<file path="src/rtl/oci_dct_pkg.sv">
// Shared definitions for the data cycle trace controller: FSM encoding,
// trace word layout and payload widths.
package oci_dct_pkg;

  typedef enum logic [1:0] {
    ST_IDLE  = 2'd0,
    ST_ARMED = 2'd1,
    ST_POST  = 2'd2,
    ST_DONE  = 2'd3
  } dct_state_e;

  localparam int DCT_BUF_W   = 30;
  localparam int DCT_CNT_W   = 4;
  localparam int TW_DATA_W   = 36;
  localparam int TW_BUF_LSB  = 0;
  localparam int TW_CNT_LSB  = 30;
  localparam int TW_WRAP_BIT = 34;
  localparam int TW_TRIG_BIT = 35;

  function automatic logic [TW_DATA_W-1:0] pack_tw_word(
    input logic                 trig_mark,
    input logic                 wrap,
    input logic [DCT_CNT_W-1:0] cnt,
    input logic [DCT_BUF_W-1:0] payload
  );
    logic [TW_DATA_W-1:0] w;
    w = {TW_DATA_W{1'b0}};
    w[TW_BUF_LSB +: DCT_BUF_W] = payload;
    w[TW_CNT_LSB +: DCT_CNT_W] = cnt;
    w[TW_WRAP_BIT]             = wrap;
    w[TW_TRIG_BIT]             = trig_mark;
    return w;
  endfunction

endpackage

</file>
<file path="src/rtl/oci_dct_trace_ctrl_if.sv">
// Trace RAM write channel between the trace controller (master) and the
// RAM arbiter (slave).
interface oci_dct_trace_ctrl_if
  import oci_dct_pkg::*;
#(
  parameter int ADDR_W = 7
) ();

  logic                 tw_wr;
  logic [ADDR_W-1:0]    tw_addr;
  logic [TW_DATA_W-1:0] tw_data;
  logic                 tw_ack;

  modport master (output tw_wr, output tw_addr, output tw_data, input tw_ack);
  modport slave  (input tw_wr, input tw_addr, input tw_data, output tw_ack);

endinterface

</file>
<file path="src/rtl/oci_dct_hold_reg.sv">
// Single-entry holding register for trace RAM writes: presents one word until
// acked, accepts a new word in the ack cycle, and flags entries lost while full.
module oci_dct_hold_reg
  import oci_dct_pkg::*;
#(
  parameter int ADDR_W = 7
) (
  input  logic                 clk,
  input  logic                 reset_n,
  input  logic                 clr,
  input  logic                 load_req,
  input  logic [ADDR_W-1:0]    load_addr,
  input  logic [TW_DATA_W-1:0] load_data,
  input  logic                 ack,
  output logic                 wr,
  output logic [ADDR_W-1:0]    addr,
  output logic [TW_DATA_W-1:0] data,
  output logic                 overflow,
  output logic                 loaded
);

  logic                 wr_r;
  logic [ADDR_W-1:0]    addr_r;
  logic [TW_DATA_W-1:0] data_r;
  logic                 overflow_r;
  logic                 drop_s;

  // The register frees up in the same cycle its current word is acked.
  assign loaded = load_req & (~wr_r | ack);
  assign drop_s = load_req & wr_r & ~ack;

  // Holding register, handshake and sticky overflow.
  always_ff @(posedge clk or negedge reset_n) begin
    if (!reset_n) begin
      wr_r       <= 1'b0;
      addr_r     <= {ADDR_W{1'b0}};
      data_r     <= {TW_DATA_W{1'b0}};
      overflow_r <= 1'b0;
    end else begin
      if (loaded) begin
        wr_r   <= 1'b1;
        addr_r <= load_addr;
        data_r <= load_data;
      end else if (ack) begin
        wr_r <= 1'b0;
      end
      if (clr) begin
        overflow_r <= 1'b0;
      end else if (drop_s) begin
        overflow_r <= 1'b1;
      end
    end
  end

  assign wr       = wr_r;
  assign addr     = addr_r;
  assign data     = data_r;
  assign overflow = overflow_r;

endmodule

</file>
<file path="src/rtl/oci_dct_trace_ctrl.sv">
// Data cycle trace capture controller: arm/trigger FSM, circular write pointer
// and post-trigger count. Define OCI_DCT_COMPRESS_EN to suppress repeated entries.
module oci_dct_trace_ctrl
  import oci_dct_pkg::*;
#(
  parameter int ADDR_W    = 7,
  parameter int POST_TRIG = 64
) (
  input  logic                 clk,
  input  logic                 reset_n,
  input  logic [DCT_BUF_W-1:0] dct_buffer,
  input  logic [DCT_CNT_W-1:0] dct_count,
  input  logic                 dct_valid,
  input  logic                 arm,
  input  logic                 trig,
  input  logic                 test_ending,
  oci_dct_trace_ctrl_if.master tw,
  output logic [1:0]           state,
  output logic                 wrapped,
  output logic                 overflow,
  output logic [ADDR_W-1:0]    trig_addr
);

  localparam logic [ADDR_W-1:0] PTR_ONE   = {{(ADDR_W-1){1'b0}}, 1'b1};
  localparam logic [ADDR_W-1:0] PTR_MAX   = {ADDR_W{1'b1}};
  localparam logic [ADDR_W-1:0] POST_LAST = ADDR_W'(POST_TRIG - 1);

  dct_state_e           state_r, state_next_s;
  logic [ADDR_W-1:0]    wr_ptr_r, post_cnt_r, trig_addr_r, load_addr_s, hold_addr_s;
  logic [TW_DATA_W-1:0] load_data_s, hold_data_s;
  logic                 wrapped_r, trig_pend_r, pend_post_r, ending_r;
  logic                 hold_wr_s, hold_loaded_s, overflow_s, done_s, wrap_evt_s;
  logic                 ending_s, arm_go_s, trig_take_s, cap_ok_s, cap_req_s;
  logic                 post_ack_s, final_ack_s, mark_s, suppress_s;

  assign done_s      = hold_wr_s & tw.tw_ack;
  assign wrap_evt_s  = done_s & (wr_ptr_r == PTR_MAX);
  assign load_addr_s = done_s ? (wr_ptr_r + PTR_ONE) : wr_ptr_r;
  assign mark_s      = trig_take_s | trig_pend_r;
  assign load_data_s = pack_tw_word(mark_s, wrapped_r | wrap_evt_s, dct_count, dct_buffer);
  assign cap_req_s   = cap_ok_s & dct_valid & ~suppress_s;

`ifdef OCI_DCT_COMPRESS_EN
  logic [DCT_CNT_W+DCT_BUF_W-1:0] last_r;
  logic                           last_vld_r;

  // Last captured payload, forgotten on every arm.
  always_ff @(posedge clk or negedge reset_n) begin
    if (!reset_n) begin
      last_r     <= {(DCT_CNT_W+DCT_BUF_W){1'b0}};
      last_vld_r <= 1'b0;
    end else if (arm_go_s) begin
      last_vld_r <= 1'b0;
    end else if (hold_loaded_s) begin
      last_r     <= {dct_count, dct_buffer};
      last_vld_r <= 1'b1;
    end
  end

  assign suppress_s = last_vld_r & ({dct_count, dct_buffer} == last_r) & ~mark_s;
`else
  assign suppress_s = 1'b0;
`endif

  // FSM state register.
  always_ff @(posedge clk or negedge reset_n) begin
    if (!reset_n) state_r <= ST_IDLE;
    else          state_r <= state_next_s;
  end

  // FSM next state; ending waits only for the write already in flight.
  always_comb begin
    state_next_s = state_r;
    case (state_r)
      ST_IDLE, ST_DONE: begin
        if (arm_go_s) state_next_s = ST_ARMED;
        else          state_next_s = state_r;
      end
      ST_ARMED: begin
        if (ending_s)         state_next_s = (~hold_wr_s | tw.tw_ack) ? ST_DONE : ST_ARMED;
        else if (trig_take_s) state_next_s = ST_POST;
        else                  state_next_s = ST_ARMED;
      end
      ST_POST: begin
        if (ending_s)         state_next_s = (~hold_wr_s | tw.tw_ack) ? ST_DONE : ST_POST;
        else if (final_ack_s) state_next_s = ST_DONE;
        else                  state_next_s = ST_POST;
      end
      default: state_next_s = ST_IDLE;
    endcase
  end

  // FSM control strobes; the final post-trigger ack blocks a same-cycle load.
  always_comb begin
    ending_s    = 1'b0;
    arm_go_s    = 1'b0;
    trig_take_s = 1'b0;
    cap_ok_s    = 1'b0;
    post_ack_s  = done_s & pend_post_r & (state_r == ST_POST);
    final_ack_s = post_ack_s & (post_cnt_r == POST_LAST);
    case (state_r)
      ST_IDLE, ST_DONE: begin
        arm_go_s = arm & ~test_ending;
      end
      ST_ARMED: begin
        ending_s    = test_ending | ending_r;
        trig_take_s = trig & ~ending_s;
        cap_ok_s    = ~ending_s;
      end
      ST_POST: begin
        ending_s = test_ending | ending_r;
        cap_ok_s = ~ending_s & ~final_ack_s;
      end
      default: begin
        cap_ok_s = 1'b0;
      end
    endcase
  end

  // Write pointer, wrap flag, post-trigger accounting and trigger bookkeeping.
  always_ff @(posedge clk or negedge reset_n) begin
    if (!reset_n) begin
      wr_ptr_r    <= {ADDR_W{1'b0}};
      post_cnt_r  <= {ADDR_W{1'b0}};
      trig_addr_r <= {ADDR_W{1'b0}};
      wrapped_r   <= 1'b0;
      trig_pend_r <= 1'b0;
      pend_post_r <= 1'b0;
      ending_r    <= 1'b0;
    end else begin
      ending_r <= ending_s & ((state_next_s == ST_ARMED) | (state_next_s == ST_POST));
      if (arm_go_s) begin
        wr_ptr_r    <= {ADDR_W{1'b0}};
        post_cnt_r  <= {ADDR_W{1'b0}};
        wrapped_r   <= 1'b0;
        trig_pend_r <= 1'b0;
        pend_post_r <= 1'b0;
      end else begin
        if (done_s)      wr_ptr_r    <= wr_ptr_r + PTR_ONE;
        if (wrap_evt_s)  wrapped_r   <= 1'b1;
        if (post_ack_s)  post_cnt_r  <= post_cnt_r + PTR_ONE;
        if (trig_take_s) trig_addr_r <= load_addr_s;
        // A trigger without a captured payload marks the next captured entry.
        if (hold_loaded_s) begin
          pend_post_r <= (state_r == ST_POST) | trig_take_s;
          trig_pend_r <= 1'b0;
        end else if (trig_take_s) begin
          trig_pend_r <= 1'b1;
        end
      end
    end
  end

  oci_dct_hold_reg #(.ADDR_W(ADDR_W)) u_hold (
    .clk       (clk),
    .reset_n   (reset_n),
    .clr       (arm_go_s),
    .load_req  (cap_req_s),
    .load_addr (load_addr_s),
    .load_data (load_data_s),
    .ack       (tw.tw_ack),
    .wr        (hold_wr_s),
    .addr      (hold_addr_s),
    .data      (hold_data_s),
    .overflow  (overflow_s),
    .loaded    (hold_loaded_s)
  );

  assign tw.tw_wr   = hold_wr_s;
  assign tw.tw_addr = hold_addr_s;
  assign tw.tw_data = hold_data_s;
  assign state      = state_r;
  assign wrapped    = wrapped_r;
  assign overflow   = overflow_s;
  assign trig_addr  = trig_addr_r;

endmodule

</file>
<file path="src/flat_wrapper.sv">
// flat-port wrapper written by rule: the top's interface ports become plain ports
module oci_dct_trace_ctrl_flat import oci_dct_pkg::*;
#(
  parameter int ADDR_W    = 7,
  parameter int POST_TRIG = 64
)
  (clk, reset_n, dct_buffer, dct_count, dct_valid, arm, trig, test_ending, state, wrapped, overflow, trig_addr, tw_tw_wr, tw_tw_addr, tw_tw_data, tw_tw_ack);
  oci_dct_trace_ctrl_if #(.ADDR_W(ADDR_W)) tw_i ();
  input  logic clk;
  input  logic reset_n;
  input  logic [DCT_BUF_W-1:0] dct_buffer;
  input  logic [DCT_CNT_W-1:0] dct_count;
  input  logic dct_valid;
  input  logic arm;
  input  logic trig;
  input  logic test_ending;
  output logic [1:0] state;
  output logic wrapped;
  output logic overflow;
  output logic [ADDR_W-1:0] trig_addr;
  output wire logic [$bits(tw_i.tw_wr)-1:0] tw_tw_wr;
  output wire logic [$bits(tw_i.tw_addr)-1:0] tw_tw_addr;
  output wire logic [$bits(tw_i.tw_data)-1:0] tw_tw_data;
  input wire logic [$bits(tw_i.tw_ack)-1:0] tw_tw_ack;
  assign tw_tw_wr = tw_i.tw_wr;
  assign tw_tw_addr = tw_i.tw_addr;
  assign tw_tw_data = tw_i.tw_data;
  assign tw_i.tw_ack = tw_tw_ack;
  oci_dct_trace_ctrl #(.ADDR_W(ADDR_W), .POST_TRIG(POST_TRIG)) u_core (.clk(clk), .reset_n(reset_n), .dct_buffer(dct_buffer), .dct_count(dct_count), .dct_valid(dct_valid), .arm(arm), .trig(trig), .test_ending(test_ending), .tw(tw_i), .state(state), .wrapped(wrapped), .overflow(overflow), .trig_addr(trig_addr));
endmodule
</file>
<file path="config.mk">
export PLATFORM = sky130hd
export DESIGN_NAME = oci_dct_trace_ctrl_flat
export DESIGN_NICKNAME = d
export VERILOG_FILES = /design/src/rtl/oci_dct_pkg.sv /design/src/rtl/oci_dct_trace_ctrl_if.sv /design/src/rtl/oci_dct_hold_reg.sv /design/src/rtl/oci_dct_trace_ctrl.sv /design/src/flat_wrapper.sv
export SDC_FILE = /design/constraint.sdc
export NUM_CORES = 1
export LEC_CHECK = 0
export CAP_MARGIN = 5
export CORE_MARGIN = 2
export CORE_UTILIZATION = 42
export DETAILED_ROUTE_END_ITERATION = 16
export HOLD_SLACK_MARGIN = 0.06
export PLACE_DENSITY = 0.75
export RECOVER_POWER = 50
export SLEW_MARGIN = 10
export SYNTH_ARGS = -nofsm -noshare
export SYNTH_HDL_FRONTEND = slang
export SYNTH_SLANG_ARGS = --single-unit
</file>
<file path="constraint.sdc">
create_clock -name clk -period 2.1 [get_ports clk]
set_input_delay 0.315 -clock clk [delete_from_list [all_inputs] [get_ports clk]]
set_output_delay 0.315 -clock clk [all_outputs]
set_load 0.01 [all_outputs]
</file>
---- Yosys cells after proc, flatten, opt, wreduce, memory -nomap -nowiden ----
Index checks and enable logic that the tools add are counted.
word-level totals
  register bits ........................... 72
  latch bits .............................. 0
  memory bits (writable) .................. 0
  bits in read-only memories .............. 0
  input bits .............................. 41
  output and inout port bits .............. 55
  logic and storage cells ................. 83
  memories kept ........................... 0
cells by class
  $add $sub $neg .......................... 2
  multiply operators ...................... 0
  divide/modulo/power cells ............... 0
  $lt $le $gt $ge ......................... 0
  eq/ne operators ......................... 7
  shift operators ......................... 0
  multiplexer cells ....................... 27
  bitwise logic cells ..................... 25
  reduce and logical (&&, ||, !) cells .... 10
operators by type and width
  operator             number
  $mux 7               4
  $mux 1               16
  $add 7x1->7 const B  2
  $and 1x1->1          13
  $mux 2               5
  $reduce_bool 2->1    5
  $eq 7x6->1 const B   1
  $eq 7x7->1 const B   1
  $eq 2x2->1 const B   3
  $not 1->1            6
  $or 1x1->1           6
  $pmux 2 s3           1
  $eq 2x1->1 const B   2
  $reduce_or 2->1      2
  $reduce_bool 3->1    1
  $logic_not 2->1      1
  $pmux 1 s2           1
  $reduce_and 2->1     1

---- Depth between registers and ports, before layout ----
  word-level depth ........................ 12
  gate-level depth with buffers ........... 8
  gate-level depth less buffers ........... 6

---- Cells and area by module ----
Synthesis repeated with hierarchy kept, for this count alone.
unflattened totals
  cell total of the unflattened synthesis .. 235
  area, all modules ....................... 3,173.0 um^2
modules (own cells, without submodules)
  module              instances  cells each  area an instance (um^2)  seq. area each (um^2)
  oci_dct_hold_reg    1          99          1,850.5                  1,126.1
  oci_dct_trace_ctrl  1          136         1,322.5                  675.6

---- Least setup slack after synthesis ----
Ideal clock, no wire load.
  path type ............................... flip-flop to flip-flop
  start ................................... register u_core.state_r[0] (netlist: u_core.state[0])
  end ..................................... register u_core.u_hold.data_r[10] (netlist: u_core.u_hold.data[10])
  library setup time ...................... 0.125 ns
  data arrival time ....................... 2.141 ns
  required time ........................... 1.975 ns
  path slack .............................. -0.166 ns
  cell stages (with the launch flop) ...... 9
  clock period less this slack ............ 2.266 ns
  cells stage by stage .................... dfrtp_1 > inv_1 > ha_1 > clkbuf_1 > nor3_2 > o211ai_2 > nor3_4 > buf_6 > mux2_4
between the ends
  word-level cells in the longest chain between the ends .. 8
  elaborated cells between the ends (all ways) .. 9
  classes of those cells .................. 2 x eq/ne; 1 x mux; 6 x bitwise
ends and longest elaborated chain
  item                      RTL line                                             source
  start: declaration        oci_dct_trace_ctrl.sv:28                             dct_state_e state_r, state_next_s;
  start signal: assignment  oci_dct_trace_ctrl.sv:68                             else state_r <= state_next_s;
  $eq 2x2->1                oci_dct_trace_ctrl.sv:99, oci_dct_trace_ctrl.sv:101
  $and 1x1->1               oci_dct_trace_ctrl.sv:99                             post_ack_s = done_s & pend_post_r & (state_r == ST_POST);
  $and 1x1->1               oci_dct_trace_ctrl.sv:100                            final_ack_s = post_ack_s & (post_cnt_r == POST_LAST);
  $not 1->1                 oci_dct_trace_ctrl.sv:112                            cap_ok_s = ~ending_s & ~final_ack_s;
  $and 1x1->1               oci_dct_trace_ctrl.sv:112
  $pmux 1 s2 *              oci_dct_trace_ctrl.sv:101                            case (state_r)
  $and 1x1->1 *             oci_dct_trace_ctrl.sv:41                             assign cap_req_s = cap_ok_s & dct_valid & ~suppress_s;
  $and 1x1->1 *             oci_dct_hold_reg.sv:29                               assign loaded = load_req & (~wr_r | ack);
  end signal: assignment    oci_dct_hold_reg.sv:37                               data_r <= {TW_DATA_W{1'b0}};
  end signal: assignment    oci_dct_hold_reg.sv:43                               data_r <= load_data;
  end: declaration          oci_dct_hold_reg.sv:24                               logic [TW_DATA_W-1:0] data_r;
Every way passes the cells marked *; elsewhere a longest branch is shown, timed or not.
A chain may end at the register's enable or synchronous reset.

---- Worst setup path after layout ----
  start ................................... register u_core.state_r[1] (netlist: u_core.state[1])
  end ..................................... register u_core.u_hold.data_r[2] (netlist: u_core.u_hold.data[2])
The elaborated chain is that of the path after synthesis.

==> impl_metrics.json <==
{
  "cts_sinks": 72,
  "synthCells": 242,
  "antenna_found_initial": 0,
  "area_growth_pct": 45.7,
  "coreArea_mm2": 0.00733,
  "path_cells": "ha_4 > nor3_4 > o211ai_2 > nor3_4 > buf_6 > buf_12 > mux2_2",
  "status": "finished, final reports clean",
  "grt_usage": 0.174,
  "synthTopCellsByArea": "dfrtp_1 (56%), mux2_4 (15%), mux2i_1 (3.1%)",
  "start_kind": "flop",
  "post_dp_cell_area_mm2": 0.00438,
  "cts_root_buf": "clkbuf_8",
  "hold_path_class": "flop to flop",
  "fmax_ghz": 0.496,
  "clock_tree.buffer_depth": 2,
  "port_buffers": 95,
  "die-area_mm2": 0.00833,
  "ant_nets": 0,
  "dp_cells": 446,
  "syn-mean-instance-area_um2": 13.2,
  "synth_area_leader_cell": "dfrtp_1",
  "required_ns": 2.32,
  "globalRouteMet2Util": 0.278,
  "ys_ff_latch": 72,
  "busiest_layer": "met2",
  "tritoncts": "built",
  "nets": 410,
  "insertedDiodeCount": 0,
  "htreeDepth": 3,
  "gr-total-overflow": 0,
  "place_ws_ns": -0.0884,
  "std_cell_rows": 31,
  "grt_max_degree": 73,
  "finalWorstSetupSlack_ns": 0.0851,
  "finalMaxSlewViolations": 0,
  "relSlewSlack": 0.360,
  "peakVddDrop_mv": 0.662,
  "cp.arrival_ns": 2.24,
  "grtUsageMet3": 0.0440,
  "synth_area_mm2": 0.00320,
  "grt_pass1_wl_um": 11500,
  "final_core_utilization": 0.635,
  "crit_top_cell": "nor3_4",
  "drv_cap": 0,
  "cellLeakagePower_nw": 2.05,
  "ys_types": 41,
  "synth_nets": 287,
  "holdCritStartpoint": "u_core.trig_addr[4]$_DFFE_PN0P_",
  "yosysWarnings": 0,
  "crit_buf_inv": 2,
  "crit_family": "simple AND/OR/NAND/NOR gates",
  "initial_core_util": 0.436,
  "gp_congestion": 0.854,
  "cts.clk_slew.worst_paths_ns": 0.07,
  "cp-end-kind": "flop",
  "hold_viol": 0,
  "critical_path_class": "flop to flop",
  "synth_top_area_frac": 0.564,
  "synthFlopType": "dfrtp_1",
  "reg2reg_from": "u_core.state[1]$_DFF_PN0_",
  "drt_iter0_markers": 49,
  "post-route-period-util": 0.959,
  "detail_route.wl_per_cell_um": 15.2,
  "ys_seq_area_frac": 0.564,
  "critical-path-slowest-cell": "dfrtp_1",
  "fin_cells": 467,
  "fin_total_pwr_mw": 5.54,
  "vias_per_cell": 4.89,
  "firstDrtPassIters": 4,
  "cp_max_fo": 7,
  "critPathLaunch": "u_core.state[1]$_DFF_PN0_",
  "fill_cells": 573,
  "die_w_um": 91.2,
  "die_y_um": 91.2,
  "drc": 0,
  "clkLatencyLatePin_ns": 0.34,
  "critical-path-max-stage-delay_ns": 0.42,
  "async_reset_ff_frac": 1.00,
  "hpwl_um": 4950,
  "final_layout_size_suffix_gt1_frac": 0.223,
  "worst_slew_pin_slew_ns": 0.960,
  "synth.most_common_cell": "dfrtp_1",
  "finClkSkew_ns": 0.0108,
  "num_io_pins": 96,
  "numCtsBuffers": 9,
  "grt_pass1_vias": 2293,
  "synth_common_cells": "dfrtp_1 (72), mux2_4 (31), nor2_1 (19)",
  "min_period_ns": 2.01,
  "power_density_mw_per_mm2": 1190,
  "setup_viol": 0,
  "grtUsageMet1": 0.233,
  "fin_area_mm2": 0.00466,
  "vias": 2283,
  "synth_edf_count": 0,
  "wirelength_um": 7080
}
[sequential cells by signal, summed over array words and instances (netlist names), 2 cells and up]
name                cells
u_core.state            2
u_core.trig_addr        7
u_core.u_hold.data     36
u_core.post_cnt_r       7
u_core.wr_ptr_r         7
u_core.u_hold.addr      7
[worst register-to-register path, cell delays in order, from the launching register on]
cell and delay, ns:
dfrtp_1 0.42, ha_4 0.27, nor3_4 0.14, o211ai_2 0.14, nor3_4 0.30, buf_6 0.17
buf_12 0.13, mux2_2 0.33
[power breakdown]
part / internal, mW / switching, mW
sequential: 1.84 / 0.295
combinational: 1.50 / 0.893
clock: 0.532 / 0.483
[path summary, 6_finish.rpt]
check / end / slack (ns) / cells past startpoint
worst min register to register: u_core.trig_addr[4]$_DFFE_PN0P_ / 0.47 / 2
min in group asynchronous: u_core.trig_addr[3]$_DFFE_PN0P_ / 0.75 / 3
worst min-delay path: u_core.trig_addr[4]$_DFFE_PN0P_ / 0.47 / 2
worst max register to register: u_core.u_hold.data[2]$_DFFE_PN0P_ / 0.09 / 7
max in group asynchronous: u_core.post_cnt_r[0]$_DFFE_PN0P_ / 0.70 / 3
worst max-delay path: u_core.u_hold.data[2]$_DFFE_PN0P_ / 0.09 / 7
[logic make-up (layout without fill, tap and decap cells)]
logic type,count (synthesis),count (layout),synth area share
multiplexers,45,45,0.191
AND/OR/NAND/NOR,64,64,0.107
flip-flops,72,72,0.564
AO/OA/AOI/OAI,24,24,0.0548
XOR/XNOR,12,12,0.0329
adder cells (fa/ha/maj),4,4,0.0157
buffers and inverters,21,147,0.0348
[layout make-up]
cell class / instances / area [um^2] / area share
Sequential cell: 72 / 1800 / 0.387
Inverter: 11 / 41.3 / 0.00886
Clock inverter: 4 / 47.5 / 0.0102
Multi-Input combinational cell: 149 / 1320 / 0.283
Tap cell: 99 / 124 / 0.0266
Timing Repair Buffer: 122 / 1200 / 0.257
Clock buffer: 10 / 128 / 0.0274
[metal layers]
layer,up-vias,part of all wire
met5,-,0
met4,0,0.015
met3,8,0.040
met2,70,0.49
met1,1119,0.45
li1,1086,-
[per-stage QoR]
| step | setup TNS (ns) | hold slack, ns |
|---|---|---|
| 6_report | 0 | 0.475 |
| 5_1_grt | -0.0198 | 0.501 |
| 4_1_cts | 0 | 0.485 |
| 3_5_place_dp | -2.74 | 0.370 |
| 3_3_place_gp | -1.54 | 0.371 |
| 2_1_floorplan | -3.19 | 0.0194 |
[cells in the final DEF, fill, tap and decap left out, drive strengths merged, types with 2 or more instances in the layout]
| master | count |
|---|---|
| clkdlybuf4s50 | 83 |
| dfrtp | 72 |
| mux2 | 35 |
| buf | 22 |
| nor2 | 19 |
| nand2 | 16 |
| clkbuf | 15 |
| dlygate4sd3 | 12 |
| inv | 11 |
| o21ai | 10 |
| mux2i | 10 |
| nand3 | 8 |
| xor2 | 7 |
| xnor2 | 5 |
| nor3 | 5 |
| a21oi | 4 |
| nand4 | 4 |
| ha | 4 |
| nand4b | 2 |
| nand3b | 2 |
| clkinv | 2 |
[timing repair]
action | CTS | global route
buffers inserted | 0 | 4
hold buffers | 1 | 0
hold endpoints to repair | 72 | 0
resized for setup | 0 | 7
endpoints found under the setup margin | 0 | 38
Power figures use the tool's default switching activity.
